$ cat src/rtl/mem_access_ctrl.sv
// Memory-stage sequencer in front of the 32-bit data memory. Runs one LW/SW/PUSH/POP
// per request through IDLE->ARM->ACCESS->DONE, owns the stack pointer, and rejects bad accesses.
module mem_access_ctrl #(
  parameter logic [31:0] DATA_END   = 32'd255,
  parameter logic [31:0] STACK_BASE = 32'd256,
  parameter logic [31:0] STACK_TOP  = 32'd511,
  parameter logic [31:0] PARK_ADDR  = 32'hFFFF_FFFF
) (
  input  logic        clk,
  input  logic        reset,
  input  logic        start,
  input  logic [1:0]  op,
  input  logic [31:0] addr_in,
  input  logic [31:0] wr_data,
  input  logic [31:0] mem_rdata,
  output logic [31:0] mem_addr,
  output logic [31:0] mem_wdata,
  output logic        MemRd,
  output logic        MemWr,
  output logic [31:0] rd_data,
  output logic        done,
  output logic        busy,
  output logic        fault,
  output logic [31:0] sp
);

  typedef enum logic [1:0] {
    S_IDLE   = 2'd0,
    S_ARM    = 2'd1,
    S_ACCESS = 2'd2,
    S_DONE   = 2'd3
  } state_t;

  localparam logic [1:0] OP_LW   = 2'b00;
  localparam logic [1:0] OP_SW   = 2'b01;
  localparam logic [1:0] OP_PUSH = 2'b10;
  localparam logic [1:0] OP_POP  = 2'b11;

  state_t      state_reg;
  logic [1:0]  op_reg;
  logic [31:0] data_reg;
  logic [31:0] target_reg;
  logic        req_fault_reg;
  logic [31:0] mem_addr_reg;
  logic [31:0] mem_wdata_reg;
  logic        mem_rd_reg;
  logic        mem_wr_reg;
  logic [31:0] rd_data_reg;
  logic        done_reg;
  logic        busy_reg;
  logic        fault_reg;
  logic [31:0] sp_reg;

  // Target address and rejection decision for the request currently on the inputs.
  logic [31:0] req_target_next;
  logic        req_fault_next;
  logic        req_is_read;
  logic        op_is_read;

  always_comb begin
    req_target_next = addr_in;
    req_fault_next  = (addr_in > DATA_END);
    case (op)
      OP_PUSH: begin
        req_target_next = sp_reg;
        req_fault_next  = (sp_reg < STACK_BASE);
      end
      OP_POP: begin
        req_target_next = sp_reg + 32'd1;
        req_fault_next  = (sp_reg >= STACK_TOP);
      end
      default: begin
        req_target_next = addr_in;
        req_fault_next  = (addr_in > DATA_END);
      end
    endcase
  end

  assign req_is_read = (op == OP_LW) || (op == OP_POP);
  assign op_is_read  = (op_reg == OP_LW) || (op_reg == OP_POP);

  always_ff @(posedge clk) begin
    if (reset) begin
      state_reg     <= S_IDLE;
      op_reg        <= OP_LW;
      data_reg      <= 32'd0;
      target_reg    <= PARK_ADDR;
      req_fault_reg <= 1'b0;
      mem_addr_reg  <= PARK_ADDR;
      mem_wdata_reg <= 32'd0;
      mem_rd_reg    <= 1'b0;
      mem_wr_reg    <= 1'b0;
      rd_data_reg   <= 32'd0;
      done_reg      <= 1'b0;
      busy_reg      <= 1'b0;
      fault_reg     <= 1'b0;
      sp_reg        <= STACK_TOP;
    end else begin
      case (state_reg)
        S_IDLE: begin
          done_reg   <= 1'b0;
          fault_reg  <= 1'b0;
          mem_wr_reg <= 1'b0;
          if (start) begin
            state_reg     <= S_ARM;
            busy_reg      <= 1'b1;
            op_reg        <= op;
            data_reg      <= wr_data;
            target_reg    <= req_target_next;
            req_fault_reg <= req_fault_next;
            // Read enable rises one cycle ahead of the address change.
            mem_rd_reg    <= req_is_read && !req_fault_next;
          end else begin
            mem_rd_reg <= 1'b0;
          end
        end

        S_ARM: begin
          state_reg <= S_ACCESS;
          if (!req_fault_reg) begin
            mem_addr_reg  <= target_reg;
            mem_wdata_reg <= data_reg;
            mem_rd_reg    <= op_is_read;
            mem_wr_reg    <= !op_is_read;
          end else begin
            mem_rd_reg <= 1'b0;
            mem_wr_reg <= 1'b0;
          end
        end

        S_ACCESS: begin
          state_reg    <= S_DONE;
          mem_addr_reg <= PARK_ADDR;
          mem_rd_reg   <= 1'b0;
          mem_wr_reg   <= 1'b0;
          done_reg     <= 1'b1;
          fault_reg    <= req_fault_reg;
          if (!req_fault_reg) begin
            if (op_is_read) begin
              rd_data_reg <= mem_rdata;
            end
            if (op_reg == OP_PUSH) begin
              sp_reg <= sp_reg - 32'd1;
            end else if (op_reg == OP_POP) begin
              sp_reg <= sp_reg + 32'd1;
            end
          end
        end

        S_DONE: begin
          state_reg  <= S_IDLE;
          done_reg   <= 1'b0;
          fault_reg  <= 1'b0;
          busy_reg   <= 1'b0;
          mem_rd_reg <= 1'b0;
          mem_wr_reg <= 1'b0;
        end

        default: begin
          state_reg <= S_IDLE;
        end
      endcase
    end
  end

  // Strobes are gated by reset so a write in flight is never issued while reset is high.
  assign MemRd     = mem_rd_reg && !reset;
  assign MemWr     = mem_wr_reg && !reset;
  assign mem_addr  = mem_addr_reg;
  assign mem_wdata = mem_wdata_reg;
  assign rd_data   = rd_data_reg;
  assign done      = done_reg;
  assign busy      = busy_reg;
  assign fault     = fault_reg;
  assign sp        = sp_reg;

endmodule

$ cat config.mk
export PLATFORM = sky130hd
export DESIGN_NAME = mem_access_ctrl
export DESIGN_NICKNAME = d
export VERILOG_FILES = /design/src/rtl/mem_access_ctrl.sv
export SDC_FILE = /design/constraint.sdc
export NUM_CORES = 1
export LEC_CHECK = 0
export CORE_ASPECT_RATIO = 0.9
export CORE_MARGIN = 8
export CORE_UTILIZATION = 30
export DETAILED_ROUTE_END_ITERATION = 10
export GPL_ROUTABILITY_DRIVEN = 0
export PLACE_DENSITY = 0.58
export SYNTH_ARGS = -nofsm -noshare
export SYNTH_HDL_FRONTEND = slang
export SYNTH_SLANG_ARGS = --single-unit
$ cat constraint.sdc
create_clock -name clk -period 2.83 [get_ports clk]
set_clock_uncertainty 0.2 [all_clocks]
set_input_delay 0.283 -clock clk [delete_from_list [all_inputs] [get_ports clk]]
set_output_delay 0.283 -clock clk [all_outputs]
set_load 0.005 [all_outputs]
==> impl_metrics.toml <==
[synthesis]
synth_top_family_by_area = "simple AND/OR/NAND/NOR gates"
ys_warn_count = 0
post_synth.cell_area_avg_sq_um = 7.91
muxShareOfSynthArea_pct = 0.805
synth_adder_area_share_pct = 1.45
ys_ff_latch = 202
syn_inst = 1198
syn_nets = 1310
synth.distinct_cells = 66
synth-simple-area-share_pct = 28.2
synth_seq_area_share_pct = 42.7
syn_area_sq_um = 9480
synth_edf_count = 0
ys.flop_type = "dfxtp_1"
async_flop_share_pct = 0
synth_xor_area_share_pct = 1.02
synth-compound-area-share_pct = 20.3

[cts]
cts_resized = 0
cts_buffer_depth = 3
numCtsBuffers = 24
post_cts_buffers = 0
worstSkewPairLatency_ns = 0.53
cts_root_buf = "clkbuf_16"
cts.clk_slew.worst_paths_ns = 0.06
cts_tree = "yes"
numClockSinks = 202
htreeDepth = 1
hold_buffers = 0

[timing]
rsz0062_at_grt = "no"
final.setup.tns_ns = 0
final_hold_viol_count = 0
report.final.slew_viol_count = 0
setup_violations = 0
period_needed_ns = 2.52
worst_pin_slew_ns = 1.16
slew_headroom_pct = 22.6
fmax_mhz = 396
fin_crit_sh_pct = 89.2
setup_ws_ns = 0.306

[floorplanning]
io_pins = 234
die_width_um = 203
fp-row-count = 61
core_sq_um = 31000
initial_utilization_pct = 30.6
die_h_um = 185
die-area_sq_um = 37500

[routing]
drt-total-wl_um = 34600
first_pass_iters = 5
ant_nets = 0
via_per_inst = 5.20
drtIter0Drc = 806
drc = 0
via_count = 9534
wl_per_cell_um = 18.9

[power]
ir_worst_vdd_mv = 0.404
leakagePower_nw = 4.58
p_per_area_nw_per_um2 = 701

[global_route]
grt_max_degree = 112
antenna_found_initial = 3
grt_pass1_vias = 9030
grt-ovfl-total = 0
grt.total_usage_pct = 17.6
grt_pass1_wl_um = 53500

[final_layout]
final_nets = 1518
layout-drive-gt1-share_pct = 8.23
stdcell_count = 1833
num-fill-cells = 3192
final_common_cell = "clkdlybuf4s50_1"
area_growth_pct = 37.9
final_cell_mix = "clkdlybuf4s50_1 (232), nand2_1 (226), dfxtp_1 (202)"

[place]
port_buffers = 233
hpwl_um = 25500
post-place-ws_ns = 0.273
dpl.cell_count = 1789

[critical_path]
worstSetupPathType = "flop to flop"
cp.required_ns = 3.08
crit_buf_inv = 2
cp_slowest_cell = "and2_1"
path_delay_family = "simple AND/OR/NAND/NOR gates"
startpoint_type = "flop"
crit_fanout = 32
crit_path_max_incr_delay_ns = 0.91
cp-end-kind = "flop"
crit_arrival_ns = 2.78
path_cells = "inv_1 -> ha_1 -> nor2b_1 -> buf_4 -> and2_1 -> nand2_1 -> a21oi_1"

[run]
maxCapViolations = 0

[min_path]
min_path_type = "input pin to flop"

[status]
status = "completed"
final cells by class:
type	count	area (sq um)	share of cell area, %
diodes	3	7.51	0.0574
clock buffers	33	674	5.16
clock inverters	8	82.6	0.632
inverters	15	56.3	0.431
multi-input cells	875	4920	37.6
flip-flops and latches	202	4040	30.9
well taps	409	512	3.91
repair buffers	288	2780	21.3
final timing paths:
| check | startpoint | end | slack [ns] | cells past startpoint |
|---|---|---|---|---|
| max | state_reg[0] | rd_data[6] | 0.31 | 7 |
| min | reset | fault | 0.08 | 2 |
| max reg2reg | state_reg[0] | rd_data[6] | 0.31 | 7 |
| min reg2reg | data_reg[4] | mem_wdata[4] | 0.24 | 2 |
per-layer routing:
metal / wire, um / track usage (%) / up-vias
met2: 14900 / 26.0 / 368
met4: 969 / 5.83 / 0
met5: 0 / 0 / -
met3: 2530 / 3.72 / 58
li1: - / - / 4700
met1: 16200 / 24.9 / 4408
power breakdown:
group / total, mW / switching, mW / internal (mW)
clock: 2.98 / 1.22 / 1.76
sequential: 3.58 / 0.289 / 3.29
combinational: 2.61 / 1.51 / 1.09
total: 9.16 / 3.03 / 6.13
kinds of logic (layout without fill, tap and decap cells):
family / count (synthesis) / count (layout)
buf+inv: 121 / 344
fa+ha+maj: 11 / 11
mux: 7 / 7
other cells: 0 / 3
xor+xnor: 11 / 11
simple gates: 526 / 526
compound gates: 320 / 320
flops: 202 / 202
stage by stage:
stage | instance area, sq um | hold slack (ns) | utilization, % | power, mW
after floorplan | 9480 | 0.219 | - | 5.08
after global placement | 12300 | 0.236 | 39.7 | 6.23
after detailed placement | 12300 | 0.245 | 39.7 | 6.27
after CTS | 13100 | 0.0552 | 42.2 | 9.29
after global routing | 13100 | 0.0825 | 42.2 | 9.72
final | 13100 | 0.0801 | 42.2 | 9.16
cells in the mapped netlist, types with 12 or more instances:
library cell | n | area [sq um]
nor2_1 | 73 | 274
nand2_1 | 227 | 852
o21ai_0 | 31 | 155
nand3_1 | 19 | 95.1
nor3_1 | 32 | 160
nand2b_1 | 41 | 257
a21oi_1 | 150 | 751
buf_2 | 15 | 75.1
clkbuf_1 | 70 | 263
nor4_1 | 30 | 188
or4_1 | 12 | 90.1
inv_1 | 15 | 56.3
o22ai_1 | 32 | 200
dfxtp_1 | 202 | 4040
a221oi_1 | 17 | 149
nand4_1 | 21 | 131
a31oi_1 | 22 | 138
Note: power is estimated with default switching activity, not from simulation.
